<file path="src/rtl/rocc_accum_unit_pkg.sv">
// Shared RoCC command/response types and accumulator-unit opcodes.
package rocc_accum_unit_pkg;

    localparam int unsigned XLEN = 64;

    // Custom-instruction word as delivered by the core's RoCC port.
    typedef struct packed {
        logic [6:0] funct7;
        logic [4:0] rs2;
        logic [4:0] rs1;
        logic       xd;
        logic       xs1;
        logic       xs2;
        logic [4:0] rd;
        logic [6:0] opcode;
    } rocc_inst_t;

    typedef struct packed {
        rocc_inst_t      inst;
        logic [XLEN-1:0] rs1;
        logic [XLEN-1:0] rs2;
    } rocc_cmd_t;

    typedef struct packed {
        logic [4:0]      rd;
        logic [XLEN-1:0] data;
    } rocc_resp_t;

    localparam logic [6:0] ACC_LOAD = 7'd0;
    localparam logic [6:0] ACC_ADD  = 7'd1;
    localparam logic [6:0] ACC_READ = 7'd2;
    localparam logic [6:0] ACC_MAC  = 7'd3;

    typedef enum logic [1:0] {
        ST_IDLE = 2'd0,
        ST_MUL  = 2'd1,
        ST_RESP = 2'd2
    } acc_state_e;

endpackage

</file>
<file path="src/rtl/rocc_accum_unit_serial_mul64.sv">
// Iterative shift-add multiplier: one multiplier bit per cycle, low 64 bits of product.
module serial_mul64
    import rocc_accum_unit_pkg::*;
(
    input  logic            clk_i,
    input  logic            rst_ni,
    input  logic            start_i,
    input  logic [XLEN-1:0] a_i,
    input  logic [XLEN-1:0] b_i,
    output logic            done_c_o,
    output logic [XLEN-1:0] product_c_o
);

    localparam int unsigned CntW = $clog2(XLEN);

    logic [XLEN-1:0] a_q, a_d;
    logic [XLEN-1:0] b_q, b_d;
    logic [XLEN-1:0] prod_q, prod_d;
    logic [CntW-1:0] cnt_q, cnt_d;
    logic            run_q, run_d;
    logic [XLEN-1:0] addend;

    // Next iteration; done/product are valid during the final iteration cycle.
    always_comb begin
        a_d         = a_q;
        b_d         = b_q;
        prod_d      = prod_q;
        cnt_d       = cnt_q;
        run_d       = run_q;
        addend      = b_q[0] ? a_q : '0;
        product_c_o = prod_q + addend;
        done_c_o    = run_q && (cnt_q == CntW'(XLEN - 1));
        if (start_i) begin
            a_d    = a_i;
            b_d    = b_i;
            prod_d = '0;
            cnt_d  = '0;
            run_d  = 1'b1;
        end else if (run_q) begin
            prod_d = product_c_o;
            a_d    = a_q << 1;
            b_d    = b_q >> 1;
            cnt_d  = cnt_q + 1'b1;
            if (done_c_o) begin
                run_d = 1'b0;
            end
        end
    end

    // Multiplier state registers.
    always_ff @(posedge clk_i or negedge rst_ni) begin
        if (!rst_ni) begin
            a_q    <= '0;
            b_q    <= '0;
            prod_q <= '0;
            cnt_q  <= '0;
            run_q  <= 1'b0;
        end else begin
            a_q    <= a_d;
            b_q    <= b_d;
            prod_q <= prod_d;
            cnt_q  <= cnt_d;
            run_q  <= run_d;
        end
    end

endmodule

</file>
<file path="src/rtl/rocc_accum_unit.sv">
// RoCC accumulator accelerator: LOAD/ADD/READ/MAC on a bank of 64-bit accumulators.
module rocc_accum_unit
    import rocc_accum_unit_pkg::*;
#(
    parameter int unsigned NumAcc = 4
) (
    input  logic       clk_i,
    input  logic       rst_ni,
    input  rocc_cmd_t  rocc_cmd_i,
    input  logic       rocc_cmd_valid_i,
    output logic       rocc_cmd_ready_o,
    output rocc_resp_t rocc_resp_o,
    output logic       rocc_resp_valid_o,
    input  logic       rocc_resp_ready_i,
    output logic       busy_o
);

    localparam int unsigned IdxW = $clog2(NumAcc);

    acc_state_e      state_q, state_d;
    logic [XLEN-1:0] acc_q [NumAcc];
    logic [XLEN-1:0] acc_d [NumAcc];
    rocc_resp_t      resp_q, resp_d;
    logic [IdxW-1:0] op_idx_q, op_idx_d;
    logic [4:0]      op_rd_q, op_rd_d;
    logic            op_xd_q, op_xd_d;
    logic            ready_q, busy_q, resp_valid_q;

    logic [IdxW-1:0] cmd_idx;
    logic [XLEN-1:0] op_res;
    logic [XLEN-1:0] mac_sum;
    logic            mul_start;
    logic            mul_done_c;
    logic [XLEN-1:0] mul_product_c;
    logic            unused_cmd_bits;

    assign cmd_idx         = rocc_cmd_i.inst.rs2[IdxW-1:0];
    assign unused_cmd_bits = ^{rocc_cmd_i.inst.opcode, rocc_cmd_i.inst.rs1,
                               rocc_cmd_i.inst.xs1, rocc_cmd_i.inst.xs2,
                               rocc_cmd_i.inst.rs2};

    serial_mul64 u_mul (
        .clk_i       (clk_i),
        .rst_ni      (rst_ni),
        .start_i     (mul_start),
        .a_i         (rocc_cmd_i.rs1),
        .b_i         (rocc_cmd_i.rs2),
        .done_c_o    (mul_done_c),
        .product_c_o (mul_product_c)
    );

    // Command decode, accumulator update and next state.
    always_comb begin
        state_d   = state_q;
        acc_d     = acc_q;
        resp_d    = resp_q;
        op_idx_d  = op_idx_q;
        op_rd_d   = op_rd_q;
        op_xd_d   = op_xd_q;
        mul_start = 1'b0;
        op_res    = '1;
        mac_sum   = acc_q[op_idx_q] + mul_product_c;
        unique case (state_q)
            ST_IDLE: begin
                if (rocc_cmd_valid_i) begin
                    case (rocc_cmd_i.inst.funct7)
                        ACC_LOAD: op_res = rocc_cmd_i.rs1;
                        ACC_ADD:  op_res = acc_q[cmd_idx] + rocc_cmd_i.rs1;
                        ACC_READ: op_res = acc_q[cmd_idx];
                        default:  op_res = '1;
                    endcase
                    if (rocc_cmd_i.inst.funct7 == ACC_MAC) begin
                        mul_start = 1'b1;
                        op_idx_d  = cmd_idx;
                        op_rd_d   = rocc_cmd_i.inst.rd;
                        op_xd_d   = rocc_cmd_i.inst.xd;
                        state_d   = ST_MUL;
                    end else begin
                        if ((rocc_cmd_i.inst.funct7 == ACC_LOAD) ||
                            (rocc_cmd_i.inst.funct7 == ACC_ADD)) begin
                            acc_d[cmd_idx] = op_res;
                        end
                        if (rocc_cmd_i.inst.xd) begin
                            resp_d  = '{rd: rocc_cmd_i.inst.rd, data: op_res};
                            state_d = ST_RESP;
                        end
                    end
                end
            end
            ST_MUL: begin
                if (mul_done_c) begin
                    acc_d[op_idx_q] = mac_sum;
                    if (op_xd_q) begin
                        resp_d  = '{rd: op_rd_q, data: mac_sum};
                        state_d = ST_RESP;
                    end else begin
                        state_d = ST_IDLE;
                    end
                end
            end
            ST_RESP: begin
                if (rocc_resp_ready_i) begin
                    state_d = ST_IDLE;
                end
            end
            default: state_d = ST_IDLE;
        endcase
    end

    // State, accumulator bank and registered outputs.
    always_ff @(posedge clk_i or negedge rst_ni) begin
        if (!rst_ni) begin
            state_q      <= ST_IDLE;
            for (int i = 0; i < int'(NumAcc); i++) begin
                acc_q[i] <= '0;
            end
            resp_q       <= '0;
            op_idx_q     <= '0;
            op_rd_q      <= '0;
            op_xd_q      <= 1'b0;
            ready_q      <= 1'b1;
            busy_q       <= 1'b0;
            resp_valid_q <= 1'b0;
        end else begin
            state_q      <= state_d;
            acc_q        <= acc_d;
            resp_q       <= resp_d;
            op_idx_q     <= op_idx_d;
            op_rd_q      <= op_rd_d;
            op_xd_q      <= op_xd_d;
            ready_q      <= (state_d == ST_IDLE);
            busy_q       <= (state_d != ST_IDLE);
            resp_valid_q <= (state_d == ST_RESP);
        end
    end

    assign rocc_cmd_ready_o  = ready_q;
    assign busy_o            = busy_q;
    assign rocc_resp_valid_o = resp_valid_q;
    assign rocc_resp_o       = resp_q;

endmodule
</file>
<file path="config.mk">
export PLATFORM = sky130hd
export DESIGN_NAME = rocc_accum_unit
export DESIGN_NICKNAME = d
export VERILOG_FILES = /design/src/rtl/rocc_accum_unit_pkg.sv /design/src/rtl/rocc_accum_unit_serial_mul64.sv /design/src/rtl/rocc_accum_unit.sv
export SDC_FILE = /design/constraint.sdc
export NUM_CORES = 2
export LEC_CHECK = 0
export ABC_AREA = 1
export BUFFER_PORTS_ARGS = -buffer_cell sky130_fd_sc_hd__buf_2
export CORE_MARGIN = 4
export CORE_UTILIZATION = 50
export DETAILED_ROUTE_END_ITERATION = 7
export GPL_ROUTABILITY_DRIVEN = 1
export PLACE_DENSITY = 0.68
export REMOVE_ABC_BUFFERS = 1
export SETUP_SLACK_MARGIN = 0.4
export SYNTH_ARGS = -nofsm -noshare
export SYNTH_HDL_FRONTEND = slang
export SYNTH_HIERARCHICAL = 1
export SYNTH_SLANG_ARGS = --single-unit
</file>
<file path="constraint.sdc">
create_clock -name clk_i -period 5.4 [get_ports clk_i]
set_input_delay 0.27 -clock clk_i [delete_from_list [all_inputs] [get_ports clk_i]]
set_output_delay 0.27 -clock clk_i [all_outputs]
set_load 0.05 [all_outputs]
</file>
==> results.yml <==
cells_and_area:
  fin_util_pct: 58.0
  nNetsFinal: 8279
  post_route_cells_drive_above_1_share_pct: 8.99
  area_growth_pct: 15.3
  fin_area_sq_mm: 0.0532
route:
  drt_wl_total_mm: 200
  dr.pass1.iters: 6
  vias: 52500
  avgRoutedWirePerCell_microns: 21.9
  dr.first_iter.drc_count: 6420
  drc: 0
  drtAntennaViolNets: 0
  vias_per_cell: 5.73
power:
  power.density_mw_per_mm2: 419
  swShare_pct: 47.7
  netSwitchingPower_mw: 10.6
  seqPwrFrac_pct: 27.4
  p_int_mw: 11.6
  leakagePower_nw: 29.4
  peakVddDrop_mv: 0.271
  power_mw: 22.3
  pwr-share-clk_pct: 22.2
  combPwrFrac_pct: 50.5
floorplanning:
  die_x_microns: 312
  start_util_pct: 50.3
  design.die.area_sq_mm: 0.0972
  die_h_microns: 312
  core_area_sq_mm: 0.0917
  io_pins: 236
  placementRows: 111
timing:
  rsz0062_at_grt: "yes"
  drv_slew: 0
  fin_crit_sh_pct: 88.7
  finalSetupViolations: 0
  whs_ns: 0.0496
  tightest_slew_ns: 1.17
  finalHoldViolations: 0
  relSlewSlack_pct: 22.1
  fmax_ghz: 0.209
  finClkSkew_ns: 0.0373
  fin_tns_setup_ns: 0
  min_period_ns: 4.79
global_routing:
  grt_pass1_wl_mm: 295
  grt-ovfl-total: 0
  grt_max_degree: 134
  antenna_found_initial: 8
  grt_use_total_pct: 39.8
  first_global_vias: 49400
worst_setup_path:
  slowest_delay_ns: 0.46
  crit_required_ns: 5.97
  crit_top_cell: "nand2_1"
  path_buf_inv: 6
  startpoint_type: "flip-flop"
  critPathKind: "reg -> reg"
  crit_slowest_cell: "dfrtp_2"
  cp.arrival_ns: 5.36
  crit_path_end_kind: "flip-flop"
  crit_fanout: 14
  critPathTopFamily: "simple AND/OR/NAND/NOR gates"
cts:
  cts_root_buf: "clkbuf_16"
  path_clk_slew_ns: 0.06
  clockBufferDepth: 3
  cts-buffers-inserted: 68
  clk_latency_ns: 0.67
  cts_sinks: 537
  cts-htree-levels: 3
  cts_tree: "done"
logic_synthesis:
  synth_top_cell_by_area: "dfrtp_1"
  synth_area_leaders: "dfrtp_1, nand2_1, inv_1"
  synth_top_family_by_area: "simple AND/OR/NAND/NOR gates"
  synth_edf_count: 0
  async_reset_ff_share_pct: 100
  synth_xor_area_share_pct: 0.982
  synth-compound-area-share_pct: 14.2
  yosys.area.top_type_share_pct: 29.1
  ys_seq_area_share_pct: 29.1
  ys.flop_type: "dfrtp_1"
  synth-seq-cells: 537
  synth-warning-count: 6
  yosysUniqueCellTypes: 55
  avgSynthCellArea_sq_um: 6.02
  synth_area_sq_mm: 0.0461
  synth_cells: 7662
  synthMuxAreaShare_pct: 0
  synth_fa_ha_area_share_pct: 5.28
  synthSimpleGateAreaFrac_pct: 38.1
placed_design:
  dpl_cell_area_sq_mm: 0.0487
  place_hpwl_mm: 146
  gp_congestion: 1.10
  io_buffer_count: 218
run:
  cap_viol_max_count: 0
status:
  run_status: "complete, no violations"
worst_hold_path:
  hold_path_class: "in -> reg"
[state kept, by name, summed over array words and instances, names as in the netlist]
register	cells
acc_q	256
op_xd_q	1
u_mul/b_q	64
rocc_resp_valid_o	1
op_rd_q	5
busy_o	1
u_mul/run_q	1
u_mul/cnt_q	6
state_q	2
u_mul/prod_q	64
op_idx_q	2
rocc_cmd_ready_o	1
u_mul/a_q	64
rocc_resp_o	69
[placed cells by master (no fill, tap or decap), types with 15 or more instances in the layout]
cell	netlist	final
nand2_1	3184	3161
inv_1	1207	1205
dfrtp_1	536	535
nand3_1	486	475
nor2_1	414	364
a21oi_1	329	310
o21ai_0	237	231
buf_2	47	217
a22oi_1	168	168
ha_1	190	161
dlygate4sd3_1	0	139
o221ai_1	116	116
buf_4	2	89
clkbuf_16	0	70
nor2_2	23	55
nand4_1	43	43
or2_2	43	43
o21ai_1	32	38
nand2_2	14	36
o211ai_1	35	35
nor3_1	39	33
nand3b_1	32	32
xor2_1	35	29
a221oi_1	27	27
and2_1	38	25
nor2_4	4	22
inv_2	20	21
a21oi_2	0	18
ha_4	0	18
o21bai_1	19	16
buf_12	0	15
[worst min-delay path: stages]
cell     delay (ns)
buf_2          0.15
o22ai_1        0.17
a21oi_1        0.06
[metrics by stage]
step,setup slack (ns),std cells
floorplan,-6.12,7390
global placement,0.515,8893
detailed placement,0.442,8893
CTS,0.432,9152
global route,0.284,9161
finish,0.611,9162
[cell families (layout without fill, tap and decap cells)]
group | count (synthesis) | count (layout)
AOI/OAI and AO/OA | 1046 | 1046
other | 0 | 4
and+or+nand+nor | 4337 | 4337
adders and majority gates | 193 | 193
xor gates and xnor gates | 50 | 50
buffers and inverters | 1499 | 1809
DFF | 537 | 537
[layer usage]
metal,share of wire (%),global-route usage [%],vias to the layer above
li1,-,-,24700
met1,40,51.2,24400
met2,44,62.1,2768
met3,11,10.8,626
met4,5.5,19.2,2
met5,0.0080,0,-
[power groups by stage]
stage	Sequential [mW]	Combinational, mW	Clock (mW)
2_1_floorplan	6.44	6.46	0
3_3_place_gp	6.08	10.2	0
3_5_place_dp	6.12	10.4	0
4_1_cts	6.07	10.5	4.98
5_1_grt	6.24	12.2	5.13
6_report	6.10	11.2	4.93
[cells in the mapped netlist (39+ instances only)]
| cell type | instances |
|---|---|
| nand2_1 | 3184 |
| inv_1 | 1207 |
| dfrtp_1 | 536 |
| nand3_1 | 486 |
| nor2_1 | 414 |
| a21oi_1 | 329 |
| o21ai_0 | 237 |
| clkbuf_1 | 199 |
| ha_1 | 190 |
| a22oi_1 | 168 |
| o221ai_1 | 116 |
| buf_2 | 47 |
| nand4_1 | 43 |
| or2_2 | 43 |
| nor3_1 | 39 |
[layout make-up]
| type | count | area, sq um |
|---|---|---|
| Inverter | 1227 | 4610 |
| Clock inverter | 29 | 399 |
| Tap cell | 1186 | 1480 |
| Timing Repair Buffer | 462 | 3470 |
| Fill cell | 9177 | 38500 |
| Sequential cell | 537 | 13400 |
| Antenna cell | 4 | 10.0 |
| Multi-Input combinational cell | 5626 | 27800 |
| Clock buffer | 91 | 1940 |
[worst paths after layout]
check,from,end,slack [ns],cells after the start
max in group asynchronous,rst_ni,acc_q[116],3.90,3
worst min-delay path,rocc_cmd_i[126],u_mul/a_q[62],0.05,3
worst max register to register,u_mul/b_q[0],rocc_resp_o[59],0.61,27
worst max-delay path,u_mul/b_q[0],rocc_resp_o[59],0.61,27
min in group asynchronous,rst_ni,u_mul/b_q[25],0.19,2
worst min register to register,rocc_resp_o[11],rocc_resp_o[11],0.47,2
[what timing repair did]
action | CTS | global route
hold endpoints to repair | 210 | 0
endpoints found under the setup margin | 0 | 224
setup buffers | 0 | 6
hold buffers | 139 | 0
gates resized for setup | 0 | 175
Power figures use the tool's default switching activity.
